<file path="src/rtl/basilisk_issue.sv">
// Issue stage for the basilisk FPU: decodes RV32F arithmetic requests, unpacks and
// classifies operands, and loads per-unit single-entry command slots.

package basilisk_pkg;

    localparam logic [3:0] OP_FADD   = 4'd0;
    localparam logic [3:0] OP_FSUB   = 4'd1;
    localparam logic [3:0] OP_FMUL   = 4'd2;
    localparam logic [3:0] OP_FMADD  = 4'd3;
    localparam logic [3:0] OP_FMSUB  = 4'd4;
    localparam logic [3:0] OP_FNMSUB = 4'd5;
    localparam logic [3:0] OP_FNMADD = 4'd6;
    localparam logic [3:0] OP_FDIV   = 4'd7;
    localparam logic [3:0] OP_FSQRT  = 4'd8;

    localparam logic [2:0] FRM_DYN   = 3'b111;

    typedef enum logic [2:0] {
        RND_RNE = 3'd0,
        RND_RTZ = 3'd1,
        RND_RDN = 3'd2,
        RND_RUP = 3'd3,
        RND_RMM = 3'd4
    } basilisk_round_t;

    typedef struct packed {
        logic        sign;
        logic [7:0]  exponent;
        logic [22:0] mantissa;
    } basilisk_float_t;

    typedef struct packed {
        logic zero;
        logic subnormal;
        logic inf;
        logic nan;
        logic signaling;
    } basilisk_cond_t;

    typedef struct packed {
        basilisk_float_t a;
        basilisk_float_t b;
        basilisk_cond_t  a_cond;
        basilisk_cond_t  b_cond;
        basilisk_round_t mode;
    } basilisk_add_command_t;

    typedef struct packed {
        basilisk_float_t a;
        basilisk_float_t b;
        basilisk_float_t c;
        basilisk_cond_t  a_cond;
        basilisk_cond_t  b_cond;
        basilisk_cond_t  c_cond;
        logic            enable_macc;
        basilisk_round_t mode;
    } basilisk_mult_command_t;

    typedef struct packed {
        basilisk_float_t a;
        basilisk_float_t b;
        basilisk_cond_t  a_cond;
        basilisk_cond_t  b_cond;
        basilisk_round_t mode;
    } basilisk_divide_command_t;

    typedef struct packed {
        basilisk_float_t a;
        basilisk_cond_t  a_cond;
        basilisk_round_t mode;
    } basilisk_sqrt_command_t;

    function automatic basilisk_float_t unpack_float(input logic [31:0] raw);
        basilisk_float_t f;
        f.sign     = raw[31];
        f.exponent = raw[30:23];
        f.mantissa = raw[22:0];
        return f;
    endfunction

    function automatic basilisk_cond_t classify(input basilisk_float_t f);
        basilisk_cond_t c;
        logic exp_zero;
        logic exp_ones;
        logic mant_zero;
        exp_zero    = (f.exponent == 8'd0);
        exp_ones    = (f.exponent == 8'hFF);
        mant_zero   = (f.mantissa == 23'd0);
        c.zero      = exp_zero && mant_zero;
        c.subnormal = exp_zero && !mant_zero;
        c.inf       = exp_ones && mant_zero;
        c.nan       = exp_ones && !mant_zero;
        c.signaling = exp_ones && !mant_zero && !f.mantissa[22];
        return c;
    endfunction

endpackage

module basilisk_issue
    import basilisk_pkg::*;
(
    input  logic                     clk,
    input  logic                     rst_n,

    input  logic                     req_valid,
    output logic                     req_ready,
    input  logic [3:0]               req_op,
    input  logic [31:0]              req_rs1,
    input  logic [31:0]              req_rs2,
    input  logic [31:0]              req_rs3,
    input  logic [2:0]               req_frm,
    input  logic [2:0]               csr_frm,

    output logic                     add_valid,
    input  logic                     add_ready,
    output basilisk_add_command_t    add_command,

    output logic                     mult_valid,
    input  logic                     mult_ready,
    output basilisk_mult_command_t   mult_command,

    output logic                     divide_valid,
    input  logic                     divide_ready,
    output basilisk_divide_command_t divide_command,

    output logic                     sqrt_valid,
    input  logic                     sqrt_ready,
    output basilisk_sqrt_command_t   sqrt_command,

    input  logic                     div_sqrt_done,
    output logic                     illegal_op
);

    // Handshake: a transfer happens on a rising clk edge where valid && ready are
    // both high; a producer holds valid and payload steady until that edge.

    logic [2:0]      mode_raw;
    logic            mode_ok;
    logic            op_ok;
    logic            illegal;
    basilisk_round_t mode;

    logic            is_add;
    logic            is_mult;
    logic            is_div;
    logic            is_sqrt;

    logic            add_free;
    logic            mult_free;
    logic            divide_free;
    logic            sqrt_free;
    logic            div_sqrt_busy;

    logic            accept;
    logic            acc_add;
    logic            acc_mult;
    logic            acc_div;
    logic            acc_sqrt;

    basilisk_float_t fa;
    basilisk_float_t fb;
    basilisk_float_t fc;
    basilisk_cond_t  ca;
    basilisk_cond_t  cb;
    basilisk_cond_t  cc;
    logic            macc;

    always_comb begin
        mode_raw = (req_frm == FRM_DYN) ? csr_frm : req_frm;
        mode_ok  = (mode_raw <= 3'd4);
        mode     = basilisk_round_t'(mode_raw);
        op_ok    = (req_op <= OP_FSQRT);
        illegal  = !(mode_ok && op_ok);
        is_add   = !illegal && ((req_op == OP_FADD) || (req_op == OP_FSUB));
        is_mult  = !illegal && (req_op >= OP_FMUL) && (req_op <= OP_FNMADD);
        is_div   = !illegal && (req_op == OP_FDIV);
        is_sqrt  = !illegal && (req_op == OP_FSQRT);
    end

    // A full slot whose consumer is ready this cycle can be refilled in the same cycle.
    assign add_free    = !add_valid    || add_ready;
    assign mult_free   = !mult_valid   || mult_ready;
    assign divide_free = !divide_valid || divide_ready;
    assign sqrt_free   = !sqrt_valid   || sqrt_ready;

    assign req_ready = illegal
                     || (is_add  && add_free)
                     || (is_mult && mult_free)
                     || (is_div  && divide_free && !div_sqrt_busy)
                     || (is_sqrt && sqrt_free   && !div_sqrt_busy);

    assign accept   = req_valid && req_ready;
    assign acc_add  = accept && is_add;
    assign acc_mult = accept && is_mult;
    assign acc_div  = accept && is_div;
    assign acc_sqrt = accept && is_sqrt;

    // Sign manipulation precedes classification so the latched conditions describe
    // the operands exactly as the unit will see them.
    always_comb begin
        fa   = unpack_float(req_rs1);
        fb   = unpack_float(req_rs2);
        fc   = unpack_float(req_rs3);
        macc = 1'b0;
        case (req_op)
            OP_FSUB:   fb.sign = !fb.sign;
            OP_FMUL:   fc = '0;
            OP_FMADD:  macc = 1'b1;
            OP_FMSUB: begin
                macc    = 1'b1;
                fc.sign = !fc.sign;
            end
            OP_FNMSUB: begin
                macc    = 1'b1;
                fa.sign = !fa.sign;
            end
            OP_FNMADD: begin
                macc    = 1'b1;
                fa.sign = !fa.sign;
                fc.sign = !fc.sign;
            end
            default: ;
        endcase
        ca = classify(fa);
        cb = classify(fb);
        cc = (req_op == OP_FMUL) ? '0 : classify(fc);
    end

    always_ff @(posedge clk or negedge rst_n) begin
        if (!rst_n) begin
            add_valid     <= 1'b0;
            mult_valid    <= 1'b0;
            divide_valid  <= 1'b0;
            sqrt_valid    <= 1'b0;
            div_sqrt_busy <= 1'b0;
            illegal_op    <= 1'b0;
        end else begin
            if (acc_add)
                add_valid <= 1'b1;
            else if (add_valid && add_ready)
                add_valid <= 1'b0;

            if (acc_mult)
                mult_valid <= 1'b1;
            else if (mult_valid && mult_ready)
                mult_valid <= 1'b0;

            if (acc_div)
                divide_valid <= 1'b1;
            else if (divide_valid && divide_ready)
                divide_valid <= 1'b0;

            if (acc_sqrt)
                sqrt_valid <= 1'b1;
            else if (sqrt_valid && sqrt_ready)
                sqrt_valid <= 1'b0;

            // Acceptance needs !busy, so set and done can never collide meaningfully.
            if (acc_div || acc_sqrt)
                div_sqrt_busy <= 1'b1;
            else if (div_sqrt_done)
                div_sqrt_busy <= 1'b0;

            illegal_op <= req_valid && illegal;
        end
    end

    // Payload registers carry no reset; they are qualified by the valid flags above.
    always_ff @(posedge clk) begin
        if (acc_add) begin
            add_command.a      <= fa;
            add_command.b      <= fb;
            add_command.a_cond <= ca;
            add_command.b_cond <= cb;
            add_command.mode   <= mode;
        end
        if (acc_mult) begin
            mult_command.a           <= fa;
            mult_command.b           <= fb;
            mult_command.c           <= fc;
            mult_command.a_cond      <= ca;
            mult_command.b_cond      <= cb;
            mult_command.c_cond      <= cc;
            mult_command.enable_macc <= macc;
            mult_command.mode        <= mode;
        end
        if (acc_div) begin
            divide_command.a      <= fa;
            divide_command.b      <= fb;
            divide_command.a_cond <= ca;
            divide_command.b_cond <= cb;
            divide_command.mode   <= mode;
        end
        if (acc_sqrt) begin
            sqrt_command.a      <= fa;
            sqrt_command.a_cond <= ca;
            sqrt_command.mode   <= mode;
        end
    end

endmodule

</file>
<file path="config.mk">
export PLATFORM = sky130hd
export DESIGN_NAME = basilisk_issue
export DESIGN_NICKNAME = d
export VERILOG_FILES = /design/src/rtl/basilisk_issue.sv
export SDC_FILE = /design/constraint.sdc
export NUM_CORES = 1
export LEC_CHECK = 0
export CAP_MARGIN = 10
export CORE_AREA = 4 4 165 167
export CTS_CLUSTER_SIZE = 24
export DETAILED_ROUTE_END_ITERATION = 7
export DIE_AREA = 0 0 169 171
export PLACE_DENSITY = 0.75
export SETUP_SLACK_MARGIN = 0.1
export SLEW_MARGIN = 30
export SYNTH_ARGS = -nofsm -noshare
export SYNTH_HDL_FRONTEND = slang
export SYNTH_SLANG_ARGS = --single-unit
</file>
<file path="constraint.sdc">
create_clock -name clk -period 22.6 [get_ports clk]
set_input_delay 4.52 -clock clk [delete_from_list [all_inputs] [get_ports clk]]
set_output_delay 4.52 -clock clk [all_outputs]
set_load 0.01 [all_outputs]
</file>
# Yosys cells after proc, flatten, opt, wreduce, memory -nomap -nowiden
# Index checks and enable logic that the tools add are counted.
[word_totals] inputBits=114 reg_bits=315 word_cells=184
[classes] eq_ne=12 muxes=16 n_lt_le_gt_ge=4 n_reduce_logical=77
[ops] op="zero test 23 bit" n=3
[ops] op="logical AND 1 bit" n=37
[ops] op="two-way mux 31 bit" n=1
[ops] op="equality test 8 bit, second input constant" n=3
[ops] op="zero test 8 bit" n=3
[ops] op="equality test 4 x 3 -> 1 bit, second input constant" n=4
[ops] op="zero test 1 bit" n=15
[ops] op="two-way mux 1 bit" n=13
[ops] op="logical OR 1 bit" n=10
[ops] op="nonzero test 2 bit" n=5
[ops] op="equality test 4 x 2 -> 1 bit, second input constant" n=2
[ops] op="equality test 4 x 1 -> 1 bit, second input constant" n=1
[ops] op="equality test 4 bit, second input constant" n=1
[ops] op=">= comparator 4 x 2 -> 1 bit, second input constant" n=1
[ops] op="less-or-equal comparator 4 x 3 -> 1 bit, second input constant" n=1
[ops] op="less-or-equal comparator 4 bit, second input constant" n=1
[ops] op="zero test 4 bit" n=1
[ops] op="OR reduction 2 bit" n=2
[ops] op="OR reduction 4 bit" n=1
[ops] op="equality test 3 bit, second input constant" n=1
[ops] op="less-or-equal comparator 3 bit, second input constant" n=1
[ops] op="two-way mux 3 bit" n=1
[ops] op="one-hot mux 1 bit (2 select lines)" n=1

# Logic depth before layout (Yosys ltp)
[depth] depth_word=14 mapped_depth=5

# Least setup slack after synthesis
# OpenSTA, ideal clock, no wires.
[synth_path] kind="input to register" start="input port req_op[1]" end="register mult_command[0] (netlist name) (enable)" path_stages=5 setup_slack_ns=8.513 t_arrival_ns=13.357 setup_time_ns=0.730 cell_sequence="buf_2 or4b_4 nor3_1 nor3_1 nor3_1"
[synth_between] elab_chain_len=10
[synth_lines] element="start: declaration" line="107" text="input logic [3:0] req_op,"
[synth_lines] element="less-or-equal comparator 4 bit (tied with other cells)" line="172" text="op_ok = (req_op <= OP_FSQRT);"
[synth_lines] element="logical AND 1 bit / logical OR 1 bit (equally long branches)" line="173, 174"
[synth_lines] element="logical AND 1 bit (on tied branches)" line="174, 175"
[synth_lines] element="logical AND 1 bit (on tied branches)" line="187, 175"
[synth_lines] element="logical OR 1 bit / logical AND 1 bit (equally long branches)" line="187, 188"
[synth_lines] element="logical OR 1 bit" line="188" text="|| (is_mult && mult_free)"
[synth_lines] element="logical OR 1 bit" line="189" text="|| (is_div && divide_free && !div_sqrt_busy)"
[synth_lines] element="logical OR 1 bit" line="190" text="|| (is_sqrt && sqrt_free && !div_sqrt_busy);"
[synth_lines] element="logical AND 1 bit" line="192" text="assign accept = req_valid && req_ready;"
[synth_lines] element="logical AND 1 bit (*)" line="194" text="assign acc_mult = accept && is_mult;"
[synth_lines] element="named net acc_mult" line="156" text="logic acc_mult;"
[synth_lines] element="end: declaration" line="120" text="output basilisk_mult_command_t mult_command,"
# Mark *: on every way through the listed nets, which the timed path passes. The rest lies on a longest branch.
# A chain may end at the register's enable or synchronous reset.

# Worst setup path in the final report
[layout_path] start="input port req_op[3]" end="output port req_ready"
[layout_between] elab_chain_len=8
[layout_lines] element="less-or-equal comparator 4 bit (tied with other cells)" line="172"
[layout_lines] element="logical AND 1 bit / logical OR 1 bit (equally long branches)" line="173, 174"
[layout_lines] element="logical AND 1 bit (on tied branches)" line="174, 175"
[layout_lines] element="logical AND 1 bit (on tied branches)" line="187, 175"
[layout_lines] element="logical OR 1 bit / logical AND 1 bit (equally long branches)" line="187, 188"
[layout_lines] element="logical OR 1 bit" line="188"
[layout_lines] element="logical OR 1 bit" line="189"
[layout_lines] element="logical OR 1 bit (*)" line="190"
[layout_lines] element="end: declaration" line="106" text="output logic req_ready,"
# Mark *: on every way between the ends. The rest lies on a longest branch, timed or not.

==> results.py <==
metrics = {
    "cts": {
        "post_cts_buffers": 0,
        "cts_buffer_depth": 3,
        "clock-sinks": 315,
        "cts_tree": "built",
        "clk-insertion-delay-late_ns": 0.53,
        "numCtsBuffers": 31,
        "hold_buffers": 0,
        "clockRootBuffer": "clkbuf_16",
        "htreeDepth": 1,
        "ctsResizeCount": 0,
        "clk_pin_slew_ns": 0.06,
    },
    "floorplan": {
        "io_pins": 429,
        "fp.dieW_um": 169,
        "core_um2": 25800,
        "fp.dieH_um": 171,
        "start_util": 0.402,
        "rows": 59,
        "dieArea_um2": 28900,
    },
    "finish": {
        "area_growth_pct": 55.5,
        "regArea_um2": 9430,
        "instances_no_fill": 1292,
        "fin_nets": 1047,
        "antennaDiodeCount": 0,
        "multi_input_area_um2": 897,
        "n_fill_cell": 1876,
        "drive_gt1_frac": 0.0658,
    },
    "worst_setup_path": {
        "critPathKind": "in2out",
        "worst_path_largest_cell_delay_ns": 0.69,
        "crit_top_cell": "clkdlybuf4s50_1",
        "r2r_start": "divide_valid",
        "crit_required_ns": 18.08,
        "crit_end": "req_ready",
        "start_kind": "primary input",
        "worstRegToRegCells": 7,
        "rrSetupSlack_ns": 19.58,
        "crit_chain": "clkdlybuf4s50_1, nand4b_1, o32ai_1, nor4_1, inv_1, clkdlybuf4s50_1",
        "end_kind": "output pin",
        "cp_slowest_cell": "clkdlybuf4s50_1",
        "path_max_fanout": 12,
        "crit_start": "req_op[3]",
        "arrival_ns": 6.82,
        "r2r_end": "mult_command[82]",
    },
    "run": {
        "drv_cap": 0,
    },
    "route": {
        "vias_per_cell": 4.77,
        "wire_per_inst_um": 21.1,
        "vias": 6158,
        "drc": 0,
        "drtAntennaViolNets": 0,
        "dr.pass1.iters": 7,
        "routed_wl_mm": 27.2,
        "drt_iter0_drc": 402,
    },
    "synthesis": {
        "syn_avg_cell_area_um2": 22.0,
        "synth_top_area_cell": "edfxtp_1",
        "synth_top_family_by_area": "simple AND/OR/NAND/NOR gates",
        "syn_nets": 585,
        "synth-simple-area-share": 0.0683,
        "synth-compound-area-share": 0.0124,
        "synth_area_leaders": "edfxtp_1, nor2b_1, dfrtp_1, nor4_1, nor3_1",
        "seq_area_frac_synth": 0.911,
        "yosys.cell_types.count": 31,
        "synth_area_um2": 10400,
        "muxShareOfSynthArea": 0,
        "ys_seq_elements": 315,
        "synthXorXnorAreaFrac": 0.00338,
        "synth_top_area_share": 0.896,
        "yosys_warnings": 0,
        "syn_inst": 471,
        "synth_adder_area_share": 0,
    },
    "global_route": {
        "grt.overflow.total": 0,
        "grt_max_degree": 74,
        "antenna_found_initial": 0,
        "grt_usage": 0.176,
        "grt_pass1_vias": 6246,
        "grt_pass1_wl_mm": 38.8,
    },
    "sta": {
        "fmax_mhz": 88.2,
        "slew_headroom": 0.508,
        "hold_viol_final": 0,
        "period_needed_ns": 11.34,
        "rsz0062_at_grt": "no",
        "tns_ns": 0,
        "clock_skew_ns": 0.00907,
        "tightest_slew_ns": 0.738,
        "fin_crit_sh": 0.502,
        "slew_viol_final": 0,
        "holdWs_ns": 0.556,
        "setup_viol": 0,
    },
    "placement": {
        "routabilityCongestion": 0.834,
        "place_inst": 1234,
        "port_buffers": 428,
        "hpwl_mm": 20.0,
    },
    "power": {
        "vdd_ir_drop_max_mv": 0.0494,
        "leakagePower_nw": 5.39,
        "powerDensity_nw_per_um2": 74.6,
    },
    "status": {
        "status": "finished, final reports clean",
    },
    "worst_hold_path": {
        "min_path_type": "reg2reg",
        "holdCritStartpoint": "divide_valid",
    },
}
## kinds of logic (layout without fill, tap and decap cells)
family,count (synthesis),after routing
flops,315,315
simple gates,123,123
compound gates,17,17
buf+inv,12,498
xor+xnor,4,4
## area by class of cell
type | instances | area share
Sequential cell | 315 | 0.586
Timing Repair Buffer | 437 | 0.271
Multi-Input combinational cell | 144 | 0.0557
Clock buffer | 35 | 0.0491
Tap cell | 335 | 0.0260
Clock inverter | 22 | 0.0117
Inverter | 4 | 0.000932
## sequential cells by signal, summed over array words and instances (netlist names)
name,flops
mult_command,115
divide_command,77
divide_valid,1
sqrt_valid,1
mult_valid,1
sqrt_command,40
add_valid,1
add_command,77
illegal_op,1
div_sqrt_busy,1
## metal layers
layer / vias to the layer above / track usage / part of all wire
met5: - / 0 / 0
met4: 0 / 0.0469 / 0.024
met3: 47 / 0.0596 / 0.10
met2: 334 / 0.316 / 0.51
met1: 2971 / 0.204 / 0.36
li1: 2806 / - / -
## power by group
part / switching (mW) / internal (mW) / leakage, nW / total, mW
Sequential: 0.00202 / 0.649 / 2.97 / 0.651
Combinational: 0.0287 / 0.0328 / 1.95 / 0.0615
Clock: 0.204 / 0.285 / 0.478 / 0.488
## layout by cell type, fill, tap and decap left out, types with 8 or more instances in the layout
cell type,synthesis,routed
clkdlybuf4s50_1,0,428
edfxtp_1,309,309
nor2b_1,39,39
clkbuf_16,0,31
nor4_1,23,23
nor2_1,12,12
nor3_1,16,12
nand2_1,11,11
nand4_1,8,8
clkinv_1,0,8
buf_4,0,8
## through the flow
step                      worst slack (ns)   util  cell area (um^2)  power [mW]
after floorplan                       8.51      -             10400       0.682
after global placement               11.35  0.586             15100       0.724
after detailed placement             11.29  0.586             15100       0.725
after CTS                            11.27  0.624             16100        1.21
after global routing                 11.05  0.625             16100        1.25
final                                11.26  0.625             16100        1.20
## cell usage after synthesis
cell and n:
a31oi_1 1, and2_1 1, and3_1 1, buf_2 2, buf_6 1, clkbuf_1 5
dfrtp_1 6, edfxtp_1 309, inv_1 4, nand2_1 11, nand2b_1 1, nand3_1 1
nand3b_1 3, nand4_1 8, nand4b_1 1, nor2_1 12, nor2b_1 39, nor3_1 16
nor4_1 23, nor4b_1 1, o21a_1 3, o21ai_0 3, o21bai_1 3, o31ai_1 2
o31ai_2 1, o32ai_1 4, or2_2 2, or3_1 2, or4b_4 1, xnor2_1 2
xor2_1 2
## worst min path at each step
| stage | end | slack [ns] | cells past startpoint |
|---|---|---|---|
| 6_report | divide_valid | 0.56 | 2 |
| 5_1_grt | divide_valid | 0.58 | 2 |
| 4_1_cts | divide_valid | 0.55 | 2 |
| 3_5_place_dp | divide_valid | 0.54 | 2 |
| 3_3_place_gp | divide_valid | 0.55 | 2 |
| 2_1_floorplan | div_sqrt_busy | 0.54 | 2 |
## critical path: cells and delay by family
family	cells	cell delay [ns]
simple gates	2	0.85
compound gates	1	0.15
buf+inv	3	1.29
Power figures use the tool's default switching activity.
